`src/rtl/jamma_pkg.sv`:
```
// Shared definitions for the JAMMA input scanner: scan states, bank-A merge mask,
// idle (inactive, active-low) input value and counter widths.
package jamma_pkg;

    typedef enum logic {
        SEL_A = 1'b0,
        SEL_B = 1'b1
    } scanState_e;

    localparam logic [7:0] BANK_A_MASK = 8'hC0;
    localparam logic [7:0] INPUT_IDLE  = 8'hFF;

    localparam int SETTLE_W = 8;
    localparam int DEB_W    = 4;

    // One scan word: {coin[1:0], test, service, bank B[7:0], bank A[7:0]}
    localparam int RAW_W = 20;

endpackage

```
`src/rtl/jamma_input_scanner_if.sv`:
```
// Cabinet-side signal bundle of the JAMMA input scanner; the scanner uses the
// slave modport, the cabinet/harness side uses the master modport.
interface jamma_input_scanner_if;

    logic [7:0] JJOY;
    logic [5:0] JOYSTICK;
    logic [1:0] JCOIN;
    logic       JTEST;
    logic       JSERVICE;
    logic       JSELECT;
    logic [7:0] joystick1;
    logic [7:0] joystick2;
    logic [1:0] coin;
    logic       test_n;
    logic       service_n;
    logic       scan_valid;

    modport master (
        output JJOY, JOYSTICK, JCOIN, JTEST, JSERVICE,
        input  JSELECT, joystick1, joystick2, coin, test_n, service_n, scan_valid
    );

    modport slave (
        input  JJOY, JOYSTICK, JCOIN, JTEST, JSERVICE,
        output JSELECT, joystick1, joystick2, coin, test_n, service_n, scan_valid
    );

endinterface

```
`src/rtl/jamma_debounce.sv`:
```
// Per-bit scan debouncer: a bit's output flips only after DEB_SCANS consecutive
// evaluated scans disagree with it; any agreeing scan restarts the count.
module jamma_debounce
    import jamma_pkg::*;
#(
    parameter int WIDTH     = 8,
    parameter int DEB_SCANS = 3
) (
    input  logic             clk_i,
    input  logic             rst_ni,
    input  logic             evalEn_i,
    input  logic [WIDTH-1:0] raw_i,
    output logic [WIDTH-1:0] q_o
);

    localparam logic [DEB_W-1:0] DEB_LAST = DEB_W'(DEB_SCANS - 1);

    logic [WIDTH-1:0] deb_q, deb_d;
    logic [DEB_W-1:0] cnt_q [WIDTH];
    logic [DEB_W-1:0] cnt_d [WIDTH];

    // The flip happens on the scan that would bring the count to DEB_SCANS, so the
    // stored count never exceeds DEB_SCANS-1; the saturation guard is a backstop.
    always_comb begin
        deb_d = deb_q;
        cnt_d = cnt_q;
        if (evalEn_i) begin
            for (int i = 0; i < WIDTH; i++) begin
                if (raw_i[i] == deb_q[i]) begin
                    cnt_d[i] = '0;
                end else if (cnt_q[i] >= DEB_LAST) begin
                    deb_d[i] = raw_i[i];
                    cnt_d[i] = '0;
                end else if (cnt_q[i] != '1) begin
                    cnt_d[i] = cnt_q[i] + 1'b1;
                end
            end
        end
    end

    always_ff @(posedge clk_i or negedge rst_ni) begin
        if (!rst_ni) begin
            deb_q <= '1;
            for (int i = 0; i < WIDTH; i++) begin
                cnt_q[i] <= '0;
            end
        end else begin
            deb_q <= deb_d;
            cnt_q <= cnt_d;
        end
    end

    assign q_o = deb_q;

endmodule

```
`src/rtl/jamma_input_scanner.sv`:
```
// JAMMA input scanner: alternates JSELECT between the two player banks, samples each
// after SETTLE_CYC cycles and publishes one snapshot per scan. Optional filter: JAMMA_DEBOUNCE_EN.
module jamma_input_scanner
    import jamma_pkg::*;
#(
    parameter int SETTLE_CYC = 8,
    parameter int DEB_SCANS  = 3
) (
    input  logic                  pclk,
    input  logic                  pll_lckd,
    jamma_input_scanner_if.slave  bus
);

    localparam logic [SETTLE_W-1:0] SETTLE_LAST = SETTLE_W'(SETTLE_CYC - 1);

    if (SETTLE_CYC < 2 || SETTLE_CYC > 255) begin : gSettleRangeChk
        $error("jamma_input_scanner: SETTLE_CYC must be 2..255");
    end
    if (DEB_SCANS < 1 || DEB_SCANS > 15) begin : gDebRangeChk
        $error("jamma_input_scanner: DEB_SCANS must be 1..15");
    end

    scanState_e           state_q, state_d;
    logic [SETTLE_W-1:0]  settleCnt_q, settleCnt_d;
    logic                 jselect_q, jselect_d;
    logic                 captureA, captureB;
    logic [7:0]           rawA_q, rawB_q;
    logic [3:0]           rawCab_q;
    logic                 scanDone_q;
    logic                 scanValid_q;
    logic [RAW_W-1:0]     rawScan;
    logic [RAW_W-1:0]     filtered;

    always_ff @(posedge pclk or negedge pll_lckd) begin
        if (!pll_lckd) begin
            state_q     <= SEL_A;
            settleCnt_q <= '0;
            jselect_q   <= 1'b0;
        end else begin
            state_q     <= state_d;
            settleCnt_q <= settleCnt_d;
            jselect_q   <= jselect_d;
        end
    end

    // JSELECT is registered from the next state, so it flips the cycle after a capture.
    always_comb begin
        state_d     = state_q;
        settleCnt_d = settleCnt_q + 1'b1;
        captureA    = 1'b0;
        captureB    = 1'b0;
        case (state_q)
            SEL_A: begin
                if (settleCnt_q == SETTLE_LAST) begin
                    captureA    = 1'b1;
                    settleCnt_d = '0;
                    state_d     = SEL_B;
                end
            end
            SEL_B: begin
                if (settleCnt_q == SETTLE_LAST) begin
                    captureB    = 1'b1;
                    settleCnt_d = '0;
                    state_d     = SEL_A;
                end
            end
            default: begin
                settleCnt_d = '0;
                state_d     = SEL_A;
            end
        endcase
        jselect_d = (state_d == SEL_B);
    end

    // The local DB9 stick only covers bank A bits 5:0; bits 7:6 pass JJOY through.
    always_ff @(posedge pclk or negedge pll_lckd) begin
        if (!pll_lckd) begin
            rawA_q      <= INPUT_IDLE;
            rawB_q      <= INPUT_IDLE;
            rawCab_q    <= '1;
            scanDone_q  <= 1'b0;
            scanValid_q <= 1'b0;
        end else begin
            if (captureA) begin
                rawA_q <= bus.JJOY & (BANK_A_MASK | {2'b00, bus.JOYSTICK});
            end
            if (captureB) begin
                rawB_q   <= bus.JJOY;
                rawCab_q <= {bus.JCOIN, bus.JTEST, bus.JSERVICE};
            end
            scanDone_q  <= captureB;
            scanValid_q <= scanDone_q;
        end
    end

    assign rawScan = {rawCab_q, rawB_q, rawA_q};

`ifdef JAMMA_DEBOUNCE_EN
    jamma_debounce #(
        .WIDTH     (RAW_W),
        .DEB_SCANS (DEB_SCANS)
    ) uDebounce (
        .clk_i    (pclk),
        .rst_ni   (pll_lckd),
        .evalEn_i (scanDone_q),
        .raw_i    (rawScan),
        .q_o      (filtered)
    );
`else
    logic [RAW_W-1:0] held_q;

    always_ff @(posedge pclk or negedge pll_lckd) begin
        if (!pll_lckd) begin
            held_q <= '1;
        end else if (scanDone_q) begin
            held_q <= rawScan;
        end
    end

    assign filtered = held_q;
`endif

    assign bus.JSELECT    = jselect_q;
    assign bus.scan_valid = scanValid_q;
    assign bus.joystick1  = filtered[7:0];
    assign bus.joystick2  = filtered[15:8];
    assign bus.test_n     = filtered[17];
    assign bus.service_n  = filtered[16];
    assign bus.coin       = filtered[19:18];

endmodule

```
`src/flat_wrapper.sv`:
```
// flat-port wrapper written by rule: the top's interface ports become plain ports
module jamma_input_scanner_flat import jamma_pkg::*;
#(
    parameter int SETTLE_CYC = 8,
    parameter int DEB_SCANS  = 3
)
  (pclk, pll_lckd, bus_JJOY, bus_JOYSTICK, bus_JCOIN, bus_JTEST, bus_JSERVICE, bus_JSELECT, bus_joystick1, bus_joystick2, bus_coin, bus_test_n, bus_service_n, bus_scan_valid);
  jamma_input_scanner_if bus_i ();
  input  logic pclk;
  input  logic pll_lckd;
  input wire logic [$bits(bus_i.JJOY)-1:0] bus_JJOY;
  input wire logic [$bits(bus_i.JOYSTICK)-1:0] bus_JOYSTICK;
  input wire logic [$bits(bus_i.JCOIN)-1:0] bus_JCOIN;
  input wire logic [$bits(bus_i.JTEST)-1:0] bus_JTEST;
  input wire logic [$bits(bus_i.JSERVICE)-1:0] bus_JSERVICE;
  output wire logic [$bits(bus_i.JSELECT)-1:0] bus_JSELECT;
  output wire logic [$bits(bus_i.joystick1)-1:0] bus_joystick1;
  output wire logic [$bits(bus_i.joystick2)-1:0] bus_joystick2;
  output wire logic [$bits(bus_i.coin)-1:0] bus_coin;
  output wire logic [$bits(bus_i.test_n)-1:0] bus_test_n;
  output wire logic [$bits(bus_i.service_n)-1:0] bus_service_n;
  output wire logic [$bits(bus_i.scan_valid)-1:0] bus_scan_valid;
  assign bus_i.JJOY = bus_JJOY;
  assign bus_i.JOYSTICK = bus_JOYSTICK;
  assign bus_i.JCOIN = bus_JCOIN;
  assign bus_i.JTEST = bus_JTEST;
  assign bus_i.JSERVICE = bus_JSERVICE;
  assign bus_JSELECT = bus_i.JSELECT;
  assign bus_joystick1 = bus_i.joystick1;
  assign bus_joystick2 = bus_i.joystick2;
  assign bus_coin = bus_i.coin;
  assign bus_test_n = bus_i.test_n;
  assign bus_service_n = bus_i.service_n;
  assign bus_scan_valid = bus_i.scan_valid;
  jamma_input_scanner #(.SETTLE_CYC(SETTLE_CYC), .DEB_SCANS(DEB_SCANS)) u_core (.pclk(pclk), .pll_lckd(pll_lckd), .bus(bus_i));
endmodule
```
`config.mk`:
```
export PLATFORM = sky130hd
export DESIGN_NAME = jamma_input_scanner_flat
export DESIGN_NICKNAME = d
export VERILOG_FILES = /design/src/rtl/jamma_pkg.sv /design/src/rtl/jamma_input_scanner_if.sv /design/src/rtl/jamma_debounce.sv /design/src/rtl/jamma_input_scanner.sv /design/src/flat_wrapper.sv
export SDC_FILE = /design/constraint.sdc
export NUM_CORES = 1
export LEC_CHECK = 0
export BUFFER_PORTS_ARGS = -buffer_cell sky130_fd_sc_hd__buf_2
export CAP_MARGIN = 20
export CORE_MARGIN = 4
export CORE_UTILIZATION = 35
export DETAILED_ROUTE_END_ITERATION = 10
export GPL_TIMING_DRIVEN = 0
export PLACE_DENSITY = 0.58
export RECOVER_POWER = 25
export SYNTH_ARGS = -nofsm -noshare
export SYNTH_HDL_FRONTEND = slang
export SYNTH_HIERARCHICAL = 1
export SYNTH_SLANG_ARGS = --single-unit
```
`constraint.sdc`:
```
create_clock -name pclk -period 2.4 [get_ports pclk]
set_clock_uncertainty 0.15 [all_clocks]
set_input_delay 0.48 -clock pclk [delete_from_list [all_inputs] [get_ports pclk]]
set_output_delay 0.48 -clock pclk [all_outputs]
set_load 0.005 [all_outputs]
```
### Word level (Yosys, flattened, before mapping)

Cells that the tools add are included.

| operators by class | value |
|---|---|
| bitwise operators | 2 |
| muxes and demuxes | 6 |
| equality and inequality tests | 1 |
| shifts and indexed selects | 0 |
| reduce and logical (&&, ||, !) cells | 0 |
| multipliers | 0 |
| order comparisons | 0 |
| add/sub/neg operators | 1 |
| divide/modulo/power cells | 0 |

Operators with widths:

| cell | number |
|---|---|
| adder 8 x 1 -> 8 bit (second input constant) | 1 |
| bitwise AND 8 bit | 1 |
| == test 8 x 3 -> 1 bit (second input constant) | 1 |
| two-way mux 8 bit | 1 |
| two-way mux 1 bit | 4 |
| one-hot mux 1 bit (2 select lines) | 1 |
| inverter 1 bit | 1 |

| word-level totals | value |
|---|---|
| memory bits (read-only) | 0 |
| input bits | 20 |
| register bits after elaboration | 51 |
| bits in latches | 0 |
| output and inout bits | 22 |
| RAM bits | 0 |
| memories | 0 |
| word-level logic and storage cells | 18 |

### Depth between registers and ports, before layout

| depth | value |
|---|---|
| depth after elaboration | 3 |
| depth in mapped cells | 6 |
| gate-level depth less buffers | 5 |

### Least setup slack after synthesis

OpenSTA, ideal clock, no wires.

| timing | value |
|---|---|
| path type | register -> register |
| from | reg u_core.settleCnt_q[4] |
| to | reg u_core.rawB_q[0] |
| data arrival time | 1.746 ns |
| path buffers | 1 |
| setup time | 0.082 ns |
| clock period less this slack | 1.978 ns |
| stages on the path, launching flop included | 6 |
| slack | 0.422 ns |
| path through | dfrtp_1 nor4_2 and4b_1 ha_1 buf_2 mux2_2 |

| between the ends | value |
|---|---|
| longest elaborated chain between the ends | 3 |

Ends and longest elaborated chain:

| what | line | text |
|---|---|---|
| start: declaration | jamma_input_scanner.sv:24 | `logic [SETTLE_W-1:0] settleCnt_q, settleCnt_d;` |
| start signal: assignment | jamma_input_scanner.sv:41 | `settleCnt_q <= settleCnt_d;` |
| == test 8 x 3 -> 1 bit | jamma_input_scanner.sv:61 | `if (settleCnt_q == SETTLE_LAST) begin` |
| two-way mux 1 bit | jamma_input_scanner.sv:61 |  |
| two-way mux 1 bit | jamma_input_scanner.sv:52 | `case (state_q)` |
| net u_core.captureB | jamma_input_scanner.sv:26 | `logic captureA, captureB;` |
| end signal: assignment | jamma_input_scanner.sv:88 | `rawB_q <= bus.JJOY;` |
| end: declaration | jamma_input_scanner.sv:27 | `logic [7:0] rawA_q, rawB_q;` |

The timed path passes the listed nets, and every way through them passes these cells.
A chain may end at the register's enable or synchronous reset.

### Final worst setup path

| timing | value |
|---|---|
| from | reg u_core.settleCnt_q[4] |
| to | reg u_core.rawB_q[5] |

The elaborated chain is that of the path after synthesis.

==> flow_summary.json <==
{
  "status": "finished, final reports clean",
  "cp_num_buf_inv": 1,
  "cap_violations": 0,
  "antenna_found_initial": 0,
  "setup_tns_ps": 0,
  "gr-total-overflow": 0,
  "synthFlopType": "dfstp_2",
  "initial_core_util": 0.361,
  "io_buffers": 41,
  "syn_inst": 131,
  "maxSlewHeadroom": 0.396,
  "rsz0062_at_grt": "false",
  "slew_viol_final": 0,
  "ys_seq_elements": 51,
  "grt_max_degree": 52,
  "hold_viol": 0,
  "synth.distinct_cells": 19,
  "critPathCaptureType": "register",
  "rows": 27,
  "wl_um": 3740,
  "synth_top_family_by_area": "multiplexers",
  "worstSkewPairLatency_ps": 310,
  "static-leakage-power_nw": 1.08,
  "worst_ir_drop_vdd_mv": 0.266,
  "gp_congestion": 0.672,
  "synthMuxAreaShare": 0.192,
  "fin_crit_ps": 2300,
  "synthXorXnorAreaFrac": 0.0220,
  "period_share": 0.957,
  "postCtsSetupBuffers": 0,
  "whs_ps": 244,
  "synth_edf_count": 0,
  "yosys-top-cells-count": "dfstp_2 (40), mux2_2 (34), dfrtp_1 (11)",
  "drtIter0Drc": 33,
  "setup_slack_ps": 103,
  "slowest_delay_ps": 450,
  "die_w_um": 83.4,
  "cts.clk_slew.worst_paths_ps": 90,
  "hold_path_class": "in2reg",
  "syn_nets": 154,
  "start_kind": "register",
  "cts_tree": "built",
  "fmax_mhz": 435,
  "worst_pin_slew_ps": 906,
  "layout-drive-gt1-share": 0.698,
  "worstPathRequired_ps": 2490,
  "grt_pass1_wl_um": 6160,
  "critical-path-slowest-cell": "dfrtp_1",
  "vias_per_cell": 4.67,
  "synth_area_leaders": "dfstp_2 (53%), mux2_2 (19%), dfrtp_1 (14%)",
  "synth_fa_ha_area_frac": 0.0189,
  "clkSinkCount": 51,
  "dp_hpwl_um": 2710,
  "cts-root-buf": "clkbuf_8",
  "avgSynthCellArea_um2": 15.2,
  "async_reset_ff_frac": 1.00,
  "grt_pass1_vias": 1263,
  "finalSetupViolCount": 0,
  "placement.setup.worst_slack_ps": 42.0,
  "synth_largest_area_cell": "dfstp_2",
  "firstDrtPassIters": 2,
  "vias": 1187,
  "io_pins": 42,
  "layout-area-overhead-vs-synth_pct": 21.3,
  "yosysWarnings": 6,
  "synth_top_area_frac": 0.528,
  "synth_area_mm2": 0.00199,
  "core-area_mm2": 0.00551,
  "path_class": "reg2reg",
  "yosysSeqAreaShare": 0.667,
  "numCtsBuffers": 5,
  "synth-compound-area-share": 0.0233,
  "yosysMostFrequentCell": "dfstp_2",
  "yosys.area_share.simple": 0.0522,
  "cts.path.max_buffers": 2,
  "drc": 0,
  "nets": 204,
  "avgRoutedWirePerCell_um": 14.7,
  "diodes": 0,
  "die_area_mm2": 0.00695,
  "die-height_um": 83.4,
  "htreeDepth": 2,
  "crit_arrival_ps": 2380,
  "p_per_area_mw_per_mm2": 669,
  "ant_nets": 0,
  "crit_fanout": 10,
  "track_usage": 0.114,
  "path_delay_family": "simple AND/OR/NAND/NOR gates",
  "crit_chain": "nor4_2, and4b_1, ha_1, clkbuf_4, mux2_2"
}
==> cells by family after synthesis <==
group	count (synthesis)
AO/OA/AOI/OAI	8
XOR/XNOR	5
AND/OR/NAND/NOR	18
flip-flops	51
multiplexers	34
buffers and inverters	12
adder cells (fa/ha/maj)	3
==> through the flow <==
stage	instances	utilization	instance area, um2	total power [mW]
finish	254	0.438	2410	1.61
global route	254	0.438	2410	1.70
CTS	252	0.435	2400	1.64
detailed placement	244	0.415	2280	1.04
global placement	244	0.415	2280	1.03
floorplan	131	-	1990	0.980
==> registers in the layout (all words and copies together) (netlist names) <==
name / cells
u_core/bus.scan_valid: 1
u_core/bus.JSELECT: 1
u_core/rawB_q: 8
u_core/rawA_q: 8
u_core/rawCab_q: 4
u_core/settleCnt_q: 8
u_core/filtered: 20
u_core/scanDone_q: 1
==> layout by cell type, fill, tap and decap left out <==
master         count
dfrtp_1           11
bufinv_16          1
dfstp_2           40
clkinv_4           1
and3_1             3
clkinv_2           1
and4b_1            1
dlygate4sd3_1      1
nand3_1            9
nor2b_1            1
a21o_1             1
buf_2             42
xnor2_1            2
xor2_1             3
inv_1              8
clkbuf_4           1
o21ai_0            6
ha_1               3
clkbuf_2           1
a311oi_1           1
nand2_1            1
clkbuf_8           5
clkbuf_1           2
nor2_1             2
nor4_2             1
mux2_2            34
==> worst reg2reg max path: stages (launching register included) <==
cell and delay [ps]:
dfrtp_1 450, nor4_2 380, and4b_1 340, ha_1 260, clkbuf_4 280, mux2_2 370
==> where the power goes <==
group          switching (mW)  internal, mW  leakage [nW]
clock                   0.280         0.310        0.0581
sequential             0.0165         0.921         0.565
combinational          0.0408        0.0465         0.456
==> metal layers <==
| metal | routed length, um | part of all wire | up-vias | GRT usage |
|---|---|---|---|---|
| li1 | - | - | 546 | - |
| met1 | 1460 | 0.39 | 607 | 0.127 |
| met2 | 2000 | 0.53 | 30 | 0.191 |
| met3 | 240 | 0.064 | 4 | 0.0516 |
| met4 | 34 | 0.0091 | 0 | 0.0401 |
| met5 | 0 | 0 | - | 0 |
==> worst paths after layout <==
| check | startpoint | to | slack, ps | depth (start not counted) |
|---|---|---|---|---|
| max | u_core/settleCnt_q[4]$_DFF_PN0_ | u_core/rawB_q[5]$_DFFE_PN1P_ | 100 | 5 |
| min | bus_JOYSTICK[0] | u_core/rawA_q[0]$_DFFE_PN1P_ | 240 | 3 |
| max reg2reg | u_core/settleCnt_q[4]$_DFF_PN0_ | u_core/rawB_q[5]$_DFFE_PN1P_ | 100 | 5 |
| min reg2reg | u_core/scanDone_q$_DFF_PN0_ | u_core/bus.scan_valid$_DFF_PN0_ | 250 | 0 |
| max in group asynchronous | pll_lckd | u_core/settleCnt_q[5]$_DFF_PN0_ | 400 | 3 |
| min in group asynchronous | pll_lckd | u_core/bus.scan_valid$_DFF_PN0_ | 460 | 2 |
==> repair_timing <==
item                                    CTS  global route
endpoints found under the setup margin    0            13
hold buffers                              0             1
resized for setup                         0             3
endpoints found under the hold margin     0             1
==> area by class of cell <==
class	count	area, um2
well taps	72	90.1
clock inverters	3	43.8
multi-input cells	68	614
fillers	502	3090
plain buffers	4	21.3
clock buffers	5	68.8
repair buffers	43	219
flip-flops and latches	51	1330
inverters	8	30.0
Power figures use the tool's default switching activity.
